--- src/rtl/conv_window_ctrl_pkg.sv ---
// ---------------------------------------------------------------------------
// conv_pkg
// Shared definitions for the convolution window sequencer:
//   ctrl_state_t   - sequencer state encoding
//   SEL_TL..SEL_BR - pixel matrix 3x3 window select codes
//   WIN_PER_BLOCK  - number of 3x3 sub-windows in one 4x4 block
// ---------------------------------------------------------------------------
package conv_pkg;

    typedef enum logic [2:0] {
        IDLE     = 3'd0,
        WAIT_BUF = 3'd1,
        LOAD     = 3'd2,
        ISSUE    = 3'd3,
        NEXT     = 3'd4,
        DONE     = 3'd5
    } ctrl_state_t;

    // Window select codes; bit 1 picks rows 1-3, bit 0 picks cols 1-3.
    localparam logic [1:0] SEL_TL = 2'b00;
    localparam logic [1:0] SEL_TR = 2'b01;
    localparam logic [1:0] SEL_BL = 2'b10;
    localparam logic [1:0] SEL_BR = 2'b11;

    localparam int WIN_PER_BLOCK = 4;

    // The bottom-right window is always the last one handed out per block.
    function automatic logic is_last_window(input logic [1:0] win);
        return win == SEL_BR;
    endfunction

endpackage

--- src/rtl/conv_window_ctrl_if.sv ---
// ---------------------------------------------------------------------------
// conv_window_ctrl_if
// Handshake bundle between the window sequencer and its datapath neighbours.
//   buffer_valid - line buffer holds a complete 4x4 block
//   buffer_ack   - block consumed, line buffer may advance
//   load_enable  - pixel matrix load strobe
//   select       - pixel matrix 3x3 window select
//   conv_valid   - window presented to the convolution unit
//   conv_ready   - convolution unit accepts the window
// master = sequencer side, slave = datapath side.
// ---------------------------------------------------------------------------
interface conv_window_ctrl_if;

    logic       buffer_valid;
    logic       buffer_ack;
    logic       load_enable;
    logic [1:0] select;
    logic       conv_valid;
    logic       conv_ready;

    modport master (
        input  buffer_valid,
        input  conv_ready,
        output buffer_ack,
        output load_enable,
        output select,
        output conv_valid
    );

    modport slave (
        output buffer_valid,
        output conv_ready,
        input  buffer_ack,
        input  load_enable,
        input  select,
        input  conv_valid
    );

endinterface

--- src/rtl/conv_window_ctrl_counter.sv ---
// ---------------------------------------------------------------------------
// flex_counter
// Generic up counter with synchronous clear and programmable rollover.
//   clk, n_rst     - clock, asynchronous active-low reset
//   clear          - synchronous clear to zero (wins over count_enable)
//   count_enable   - advance by one
//   rollover_val   - last value before wrapping back to zero
//   count_out      - current count
//   rollover_flag  - count_out equals rollover_val
// ---------------------------------------------------------------------------
module flex_counter #(
    parameter int NUM_CNT_BITS = 4
) (
    input  logic                    clk,
    input  logic                    n_rst,
    input  logic                    clear,
    input  logic                    count_enable,
    input  logic [NUM_CNT_BITS-1:0] rollover_val,
    output logic [NUM_CNT_BITS-1:0] count_out,
    output logic                    rollover_flag
);

    logic [NUM_CNT_BITS-1:0] count_q;
    logic [NUM_CNT_BITS-1:0] count_d;

    // Clear has priority so a caller can hold the count at zero while idle.
    always_comb begin
        count_d = count_q;
        if (clear) begin
            count_d = '0;
        end else if (count_enable) begin
            count_d = (count_q == rollover_val) ? '0 : count_q + NUM_CNT_BITS'(1);
        end
    end

    // Count register.
    always_ff @(posedge clk or negedge n_rst) begin
        if (!n_rst) begin
            count_q <= '0;
        end else begin
            count_q <= count_d;
        end
    end

    assign count_out     = count_q;
    assign rollover_flag = (count_q == rollover_val);

endmodule

--- src/rtl/conv_window_ctrl.sv ---
// ---------------------------------------------------------------------------
// conv_window_ctrl
// Sequences 4x4 pixel blocks through the 3x3 convolution unit: waits for the
// line buffer, pulses the matrix load, then hands out the four sub-windows
// (TL, TR, BL, BR) under a valid/ready handshake. Counts blocks per frame
// and pulses frame_done after the last window of the last block.
//   clk, n_rst  - clock, asynchronous active-low reset
//   start       - begin a frame (honoured only when idle)
//   abort       - synchronous abort back to idle, overrides everything
//   win_if      - line buffer / pixel matrix / convolution handshake
//   busy        - high whenever not idle
//   block_idx   - index of the current block in the frame
//   frame_done  - one-cycle pulse at frame completion
// ---------------------------------------------------------------------------
module conv_window_ctrl
    import conv_pkg::*;
#(
    parameter int NUM_BLOCKS = 16,
    parameter int BW         = (NUM_BLOCKS > 1) ? $clog2(NUM_BLOCKS) : 1
) (
    input  logic                      clk,
    input  logic                      n_rst,
    input  logic                      start,
    input  logic                      abort,
    conv_window_ctrl_if.master        win_if,
    output logic                      busy,
    output logic [BW-1:0]             block_idx,
    output logic                      frame_done
);

    localparam logic [BW-1:0] LAST_IDX = BW'(NUM_BLOCKS - 1);

    ctrl_state_t state_q, state_d;
    logic [1:0]  win_cnt_q, win_cnt_d;

    logic        busy_q, busy_d;
    logic        load_q, load_d;
    logic        conv_valid_q, conv_valid_d;
    logic [1:0]  select_q, select_d;
    logic        frame_done_q, frame_done_d;

    logic        last_block;
    logic        accept;
    logic        blk_clear;
    logic        blk_enable;

    assign accept = conv_valid_q & win_if.conv_ready;

    // Next-state and window counter. Abort forces idle from anywhere; the
    // window counter only moves on an accepted window and stops at BR.
    always_comb begin
        state_d   = state_q;
        win_cnt_d = win_cnt_q;
        if (abort) begin
            state_d   = IDLE;
            win_cnt_d = '0;
        end else begin
            case (state_q)
                IDLE: begin
                    win_cnt_d = '0;
                    if (start) begin
                        state_d = WAIT_BUF;
                    end
                end
                WAIT_BUF: begin
                    if (win_if.buffer_valid) begin
                        state_d = LOAD;
                    end
                end
                LOAD: begin
                    win_cnt_d = '0;
                    state_d   = ISSUE;
                end
                ISSUE: begin
                    if (accept) begin
                        if (is_last_window(win_cnt_q)) begin
                            state_d = NEXT;
                        end else begin
                            win_cnt_d = win_cnt_q + 2'd1;
                        end
                    end
                end
                NEXT: begin
                    state_d = last_block ? DONE : WAIT_BUF;
                end
                DONE: begin
                    state_d = IDLE;
                end
                default: begin
                    state_d   = IDLE;
                    win_cnt_d = '0;
                end
            endcase
        end
    end

    // Outputs are decoded from the upcoming state so that, once registered,
    // they line up exactly with the state they belong to.
    always_comb begin
        busy_d       = (state_d != IDLE);
        load_d       = (state_d == LOAD);
        conv_valid_d = (state_d == ISSUE);
        select_d     = (state_d == ISSUE) ? win_cnt_d : SEL_TL;
        frame_done_d = (state_d == DONE);
    end

    // State, window counter and registered outputs.
    always_ff @(posedge clk or negedge n_rst) begin
        if (!n_rst) begin
            state_q      <= IDLE;
            win_cnt_q    <= '0;
            busy_q       <= 1'b0;
            load_q       <= 1'b0;
            conv_valid_q <= 1'b0;
            select_q     <= SEL_TL;
            frame_done_q <= 1'b0;
        end else begin
            state_q      <= state_d;
            win_cnt_q    <= win_cnt_d;
            busy_q       <= busy_d;
            load_q       <= load_d;
            conv_valid_q <= conv_valid_d;
            select_q     <= select_d;
            frame_done_q <= frame_done_d;
        end
    end

    // Block counter clears on entry to idle (covers abort and frame end),
    // and never advances past the last block.
    assign blk_clear  = (state_d == IDLE);
    assign blk_enable = (state_q == NEXT) && !last_block && !abort;

    flex_counter #(
        .NUM_CNT_BITS (BW)
    ) u_block_cnt (
        .clk           (clk),
        .n_rst         (n_rst),
        .clear         (blk_clear),
        .count_enable  (blk_enable),
        .rollover_val  (LAST_IDX),
        .count_out     (block_idx),
        .rollover_flag (last_block)
    );

    assign busy               = busy_q;
    assign frame_done         = frame_done_q;
    assign win_if.load_enable = load_q;
    assign win_if.buffer_ack  = load_q;
    assign win_if.conv_valid  = conv_valid_q;
    assign win_if.select      = select_q;

endmodule

--- src/flat_wrapper.sv ---
// flat-port wrapper written by rule: the top's interface ports become plain ports
module conv_window_ctrl_flat import conv_pkg::*;
#(
    parameter int NUM_BLOCKS = 16,
    parameter int BW         = (NUM_BLOCKS > 1) ? $clog2(NUM_BLOCKS) : 1
)
  (clk, n_rst, start, abort, busy, block_idx, frame_done, win_if_buffer_valid, win_if_conv_ready, win_if_buffer_ack, win_if_load_enable, win_if_select, win_if_conv_valid);
  conv_window_ctrl_if win_if_i ();
  input  logic clk;
  input  logic n_rst;
  input  logic start;
  input  logic abort;
  output logic busy;
  output logic [BW-1:0] block_idx;
  output logic frame_done;
  input wire logic [$bits(win_if_i.buffer_valid)-1:0] win_if_buffer_valid;
  input wire logic [$bits(win_if_i.conv_ready)-1:0] win_if_conv_ready;
  output wire logic [$bits(win_if_i.buffer_ack)-1:0] win_if_buffer_ack;
  output wire logic [$bits(win_if_i.load_enable)-1:0] win_if_load_enable;
  output wire logic [$bits(win_if_i.select)-1:0] win_if_select;
  output wire logic [$bits(win_if_i.conv_valid)-1:0] win_if_conv_valid;
  assign win_if_i.buffer_valid = win_if_buffer_valid;
  assign win_if_i.conv_ready = win_if_conv_ready;
  assign win_if_buffer_ack = win_if_i.buffer_ack;
  assign win_if_load_enable = win_if_i.load_enable;
  assign win_if_select = win_if_i.select;
  assign win_if_conv_valid = win_if_i.conv_valid;
  conv_window_ctrl #(.NUM_BLOCKS(NUM_BLOCKS), .BW(BW)) u_core (.clk(clk), .n_rst(n_rst), .start(start), .abort(abort), .win_if(win_if_i), .busy(busy), .block_idx(block_idx), .frame_done(frame_done));
endmodule
--- config.mk ---
export PLATFORM = sky130hd
export DESIGN_NAME = conv_window_ctrl_flat
export DESIGN_NICKNAME = d
export VERILOG_FILES = /design/src/rtl/conv_window_ctrl_pkg.sv /design/src/rtl/conv_window_ctrl_if.sv /design/src/rtl/conv_window_ctrl_counter.sv /design/src/rtl/conv_window_ctrl.sv /design/src/flat_wrapper.sv
export SDC_FILE = /design/constraint.sdc
export NUM_CORES = 1
export LEC_CHECK = 0
export CORE_MARGIN = 3
export CORE_UTILIZATION = 47
export CTS_CLUSTER_SIZE = 20
export DETAILED_ROUTE_END_ITERATION = 12
export PLACE_DENSITY = 0.83
export SLEW_MARGIN = 10
export SYNTH_ARGS = -nofsm -noshare
export SYNTH_HDL_FRONTEND = slang
export SYNTH_SLANG_ARGS = --single-unit
--- constraint.sdc ---
create_clock -name clk -period 1.9 [get_ports clk]
set_input_delay 0.38 -clock clk [delete_from_list [all_inputs] [get_ports clk]]
set_output_delay 0.38 -clock clk [all_outputs]
set_load 0.01 [all_outputs]
==> impl_metrics.toml, run 1 <==
[logic_synthesis]
postSynthAreaPerCell_sq_um = 10.5
synth.top_cell.area_share_pct = 51.3
synth_warnings = 0
ys_seq_elements = 15
yosysUniqueCellTypes = 29
synthTopCellsByArea = "dfrtp_1 51%, a21oi_1 5.5%, and2_1 4.3%"
syn_nets = 77
syn_area_sq_um = 732
seq_area_frac_synth_pct = 51.3
synth_cells = 70
synth_top_area_cell = "dfrtp_1"

[power]
p_int_mw = 0.486
netSwitchingFraction_pct = 27.7
pwr-share-clk_pct = 26.7
p_total_mw = 0.672
leakage_nw = 0.412
p_switching_mw = 0.186
power_frac_seq_pct = 54.2
power.density_nw_per_um2 = 724
combPwrFrac_pct = 19.0
ir_drop_mv = 0.382

[critical_path]
cp-end-kind = "output port"
path_class = "flop to output port"
crit_arrival_ps = 1240
worstReg2RegStart = "u_core.u_block_cnt.count_out[0]"
cp_cell_sequence = "clkdlybuf4s50_1"
setup.worst_path.start = "u_core.u_block_cnt.count_out[0]"
cp_max_fo = 4
cp.required_ps = 1520
critical_path.startpoint_type = "flop"
cpPeakStageDelay_ps = 560
path_delay_family = "buffers and inverters"
slowest_stage = "clkdlybuf4s50_1"
cp_num_buf_inv = 1

[clocking]
cts_root_buf = "clkbuf_4"
path_clk_slew_ps = 80
cts_buffers = 3
cts_buffer_depth = 2
clkLatencyLatePin_ps = 280
cts_setup_buffers = 0
cts.sinks = 15
cts_tree = "built"
htree_num_levels = 1
hold_buffers = 0
cts.repair.resized = 0

[hold_path]
hp-class = "input port to asynchronous set/reset pin"

[job]
maxCapViolCount = 0

[sta]
finalSetupViolations = 0
maxSlewHeadroom_pct = 65.9
tightest_slew_ps = 508
hold_viol_final = 0
fin_skew_ps = 2.42
rsz0062_at_grt = "false"
slew_violations = 0
fin_crit_ps = 1620
tns_ps = 0
clock.fmax_ghz = 0.616
fin_crit_sh_pct = 85.5

[detailed_routing]
drtAntennaViolNets = 0
drt-initial-drc-count = 13
totalWireLength_um = 1370
drc = 0
vias_per_cell = 5.51
wl_per_cell_um = 13.1
routed-via-count = 573
first_pass_iters = 4

[die]
start_util_pct = 52.9
ios = 17
die_h_um = 45.5
fp-row-count = 13
die-area_sq_um = 2070
core_sq_um = 1380
die_x_um = 45.5

[layout]
drive_above_1_share_pct = 10.1
syn2layout_area_growth_pct = 26.8
nNetsFinal = 97
layout.cells.most_common = "clkdlybuf4s50_1"
n_antenna_cell = 0
layout_common_cells = "16 x clkdlybuf4s50_1, 15 x dfrtp_1, 8 x a21oi_1, 6 x nand3_1, 5 x and2_1"

[global_route]
grt_start_max_net_pins = 16
antenna_found_initial = 0
grt_pass1_wl_um = 2390
grt_util_all_layers_pct = 16.6
overflow = 0
grt_pass1_vias = 537

[status]
status = "finished clean"

[place]
port_buffers = 16
gp_congestion = 0.784
post-dp-hpwl_um = 1050
[path summary, 6_finish.rpt]
check / end / slack (ps) / cells past startpoint
setup / recovery: block_idx[0] / 280 / 1
hold / removal: u_core.state_q[2] / 400 / 2
setup reg to reg: u_core.u_block_cnt.count_out[2] / 410 / 5
hold reg to reg: u_core.u_block_cnt.count_out[3] / 600 / 2
max in group asynchronous: u_core.state_q[1] / 1330 / 2
min in group clk: u_core.u_block_cnt.count_out[3] / 600 / 2
[synth_stat cells]
cell type / count
a31oi_1: 1
or2_2: 1
and3_1: 1
nand3b_1: 1
buf_2: 1
dfrtp_1: 15
nand2_1: 4
a211oi_1: 1
o211ai_1: 1
nor3_1: 2
xor2_1: 3
and2_1: 5
buf_6: 1
ha_1: 1
a21oi_1: 8
o21ai_1: 1
nor2_1: 2
or3b_1: 1
o2bb2ai_2: 1
nand2b_1: 3
o21ai_0: 1
inv_1: 3
nand3_1: 6
nor4b_2: 1
a22oi_2: 1
buf_4: 1
and3b_1: 1
and4_1: 1
mux2i_1: 1
[worst register-to-register path, stage by stage (launching register included)]
cell       delay, ps
dfrtp_1          420
ha_1             230
nand3_1          190
o2bb2ai_2        110
a22oi_2          290
a21oi_1          120
[sequential cells by signal, indices dropped and copies added, names as in the netlist]
name / flops
u_core.busy: 1
u_core.state_q: 3
u_core.u_block_cnt.count_out: 4
u_core.win_if.conv_valid: 1
u_core.win_if.buffer_ack: 1
u_core.win_cnt_q: 2
u_core.frame_done: 1
u_core.win_if.select: 2
[power by group through the flow]
stage	combinational [mW]	sequential (mW)	clock, mW
final	0.128	0.364	0.180
after global routing	0.143	0.369	0.194
after CTS	0.129	0.364	0.183
after detailed placement	0.129	0.370	0
after global placement	0.125	0.369	0
after floorplan	0.0869	0.359	0
[per-layer routing]
layer | vias up | share of wire [%] | GRT usage (%)
met1 | 268 | 45 | 21.1
li1 | 284 | - | -
met4 | 0 | 3.2 | 9.94
met5 | - | 0 | 0
met3 | 5 | 3.4 | 3.95
met2 | 16 | 49 | 25.1
[cell families after synthesis]
logic type / after synthesis / share of synthesized area, %
adders and majority gates: 1 / 1.71
AOI/OAI and AO/OA: 15 / 13.5
buffers and inverters: 6 / 4.79
and+or+nand+nor: 29 / 23.8
DFF: 15 / 51.3
xor gates and xnor gates: 3 / 3.59
muxes: 1 / 1.37
[through the flow]
step           setup WS, ps  utilization, %  cells  instance area (sq um)  hold WS [ps]
6_report                276            67.1    104                    928           402
5_1_grt                 201            67.1    104                    928           410
4_1_cts                 273            67.1    104                    928           407
3_5_place_dp           63.5            65.2    100                    902           587
3_3_place_gp            120            65.2    100                    902           567
2_1_floorplan           539               -     70                    732          84.4
[final cells by class]
| type | instances | area (sq um) |
|---|---|---|
| clock buffers | 4 | 26.3 |
| well taps | 15 | 18.8 |
| flip-flops and latches | 15 | 375 |
| inverters | 3 | 11.3 |
| multi-input cells | 49 | 322 |
| repair buffers | 18 | 175 |
| fillers | 110 | 454 |
Note: power is estimated with default switching activity, not from simulation.
==> inputs of run 2 (changes only) <==
- CELL_PAD_IN_SITES_DETAIL_PLACEMENT: default -> 0
- CELL_PAD_IN_SITES_GLOBAL_PLACEMENT: default -> 2
- CORE_UTILIZATION: 47 -> 29
- PLACE_DENSITY: 0.83 -> 0.82
==> run 2 against run 1 <==
Final area is 1.8% higher. Sequential cell count is the same. Global-route usage fell by 7.9 points. Register-to-register slack better by 30 ps. First-iteration DRC count down 69%. Via count is 5.4% lower. Sequential share of layout area shrank 0.70 points. Setup slack improved by 5.8 ps. Critical path depth unchanged. Clock power decreased by 5%. Non-clock buffer count unchanged. Critical endpoint unchanged. Largest power group unchanged. Highest routed layer unchanged.
==> impl_metrics.toml, run 2 (same netlist as run 1, synthesis figures left out) <==
[critical_path]
cp.required_ps = 1520
critical_path.startpoint_type = "flop"
cp-end-kind = "output port"
path_delay_family = "buffers and inverters"
slowest_stage = "clkdlybuf4s50_1"
crit_arrival_ps = 1240
cpPeakStageDelay_ps = 560
cp_cell_sequence = "clkdlybuf4s50_1"
path_class = "flop to output port"
cp_num_buf_inv = 1
cp_max_fo = 4

[clocking]
cts_root_buf = "clkbuf_4"
cts_buffer_depth = 2
cts.sinks = 15
htree_num_levels = 1
cts_setup_buffers = 0
cts_tree = "built"
cts.repair.resized = 0
clkLatencyLatePin_ps = 270
cts_buffers = 3
path_clk_slew_ps = 80
hold_buffers = 0

[layout]
multi_input_area_sq_um = 322
nNetsFinal = 97
syn2layout_area_growth_pct = 29.1
drive_above_1_share_pct = 10.1
fin_util_pct = 41.1
regArea_sq_um = 375
n_antenna_cell = 0
layout_common_cells = "16 x clkdlybuf4s50_1, 15 x dfrtp_1, 8 x a21oi_1, 6 x nand3_1, 5 x and2_1"
fillerInstances = 234
layout.cells.most_common = "clkdlybuf4s50_1"
largest_register_ffs = 4
fin_cells = 117

[power]
p_switching_mw = 0.175
p_total_mw = 0.660
netSwitchingFraction_pct = 26.5
power.density_nw_per_um2 = 699
p_int_mw = 0.485
power_frac_seq_pct = 55.1
leakage_nw = 0.412
combPwrFrac_pct = 19.0
ir_drop_mv = 0.305
pwr-share-clk_pct = 25.9

[job]
maxCapViolCount = 0

[detailed_routing]
drc = 0
routed-via-count = 542
first_pass_iters = 3
drt-initial-drc-count = 4
wl_per_cell_um = 11.1
vias_per_cell = 4.63
totalWireLength_um = 1290
drtAntennaViolNets = 0

[hold_path]
hp-class = "input port to asynchronous set/reset pin"

[sta]
hold_viol_final = 0
maxSlewHeadroom_pct = 71.8
slew_violations = 0
fin_skew_ps = 2.53
finalSetupViolations = 0
tightest_slew_ps = 421
fin_crit_ps = 1620
tns_ps = 0
clock.fmax_ghz = 0.618
fin_crit_sh_pct = 85.2
timing.hold.ws_ps = 410
rsz0062_at_grt = "false"

[die]
die_x_um = 56.2
die_h_um = 56.2
ios = 17
start_util_pct = 31.9
die-area_sq_um = 3160
fp-row-count = 17
core_sq_um = 2300

[global_route]
met2_usage_pct = 12.5
gr-max-usage-layer = "met2"
grt_pass1_wl_um = 2170
groute.layer.met1.usage_pct = 12.1
use_met3_pct = 1.39
grt_util_all_layers_pct = 8.68
grt_pass1_vias = 477
overflow = 0
antenna_found_initial = 0
grt_start_max_net_pins = 16

[status]
status = "finished clean"

[place]
placedCellCount = 113
port_buffers = 16
post-dp-hpwl_um = 1040
gp_congestion = 0.840
[run 2: final timing paths]
path                                            startpoint                               to  slack, ps  cells after the start
max                        u_core.u_block_cnt.count_out[0]                     block_idx[0]        280                      1
min                                                  n_rst                u_core.state_q[2]        410                      2
max reg2reg                u_core.u_block_cnt.count_out[0]  u_core.u_block_cnt.count_out[2]        440                      5
min reg2reg                            u_core.win_cnt_q[1]              u_core.win_cnt_q[1]        590                      2
max in group asynchronous                            n_rst                u_core.frame_done       1320                      2
min in group clk                       u_core.win_cnt_q[1]              u_core.win_cnt_q[1]        590                      2
[run 2: power by group through the flow]
| stage | Combinational [mW] | Sequential (mW) | Clock [mW] |
|---|---|---|---|
| detailed placement | 0.127 | 0.369 | 0 |
| global route | 0.139 | 0.370 | 0.191 |
| floorplan | 0.0869 | 0.359 | 0 |
| global placement | 0.128 | 0.371 | 0 |
| finish | 0.125 | 0.364 | 0.171 |
| CTS | 0.127 | 0.363 | 0.179 |
[run 2: per-stage QoR]
step	instance area, sq um	setup WS [ps]
5_1_grt	945	224
4_1_cts	945	267
3_5_place_dp	918	110
2_1_floorplan	732	539
3_3_place_gp	918	101
6_report	945	282
[run 2: final cells by class]
cell class | instances | share of cell area [%]
Sequential cell | 15 | 39.7
Multi-Input combinational cell | 49 | 34.0
Timing Repair Buffer | 18 | 18.5
Tap cell | 28 | 3.71
Clock buffer | 4 | 2.78
Inverter | 3 | 1.19
[run 2: metal layers]
| layer | vias to the layer above | share of wire, % |
|---|---|---|
| li1 | 286 | - |
| met1 | 246 | 54 |
| met2 | 8 | 42 |
| met3 | 2 | 2.9 |
| met4 | 0 | 0.93 |
| met5 | - | 0 |
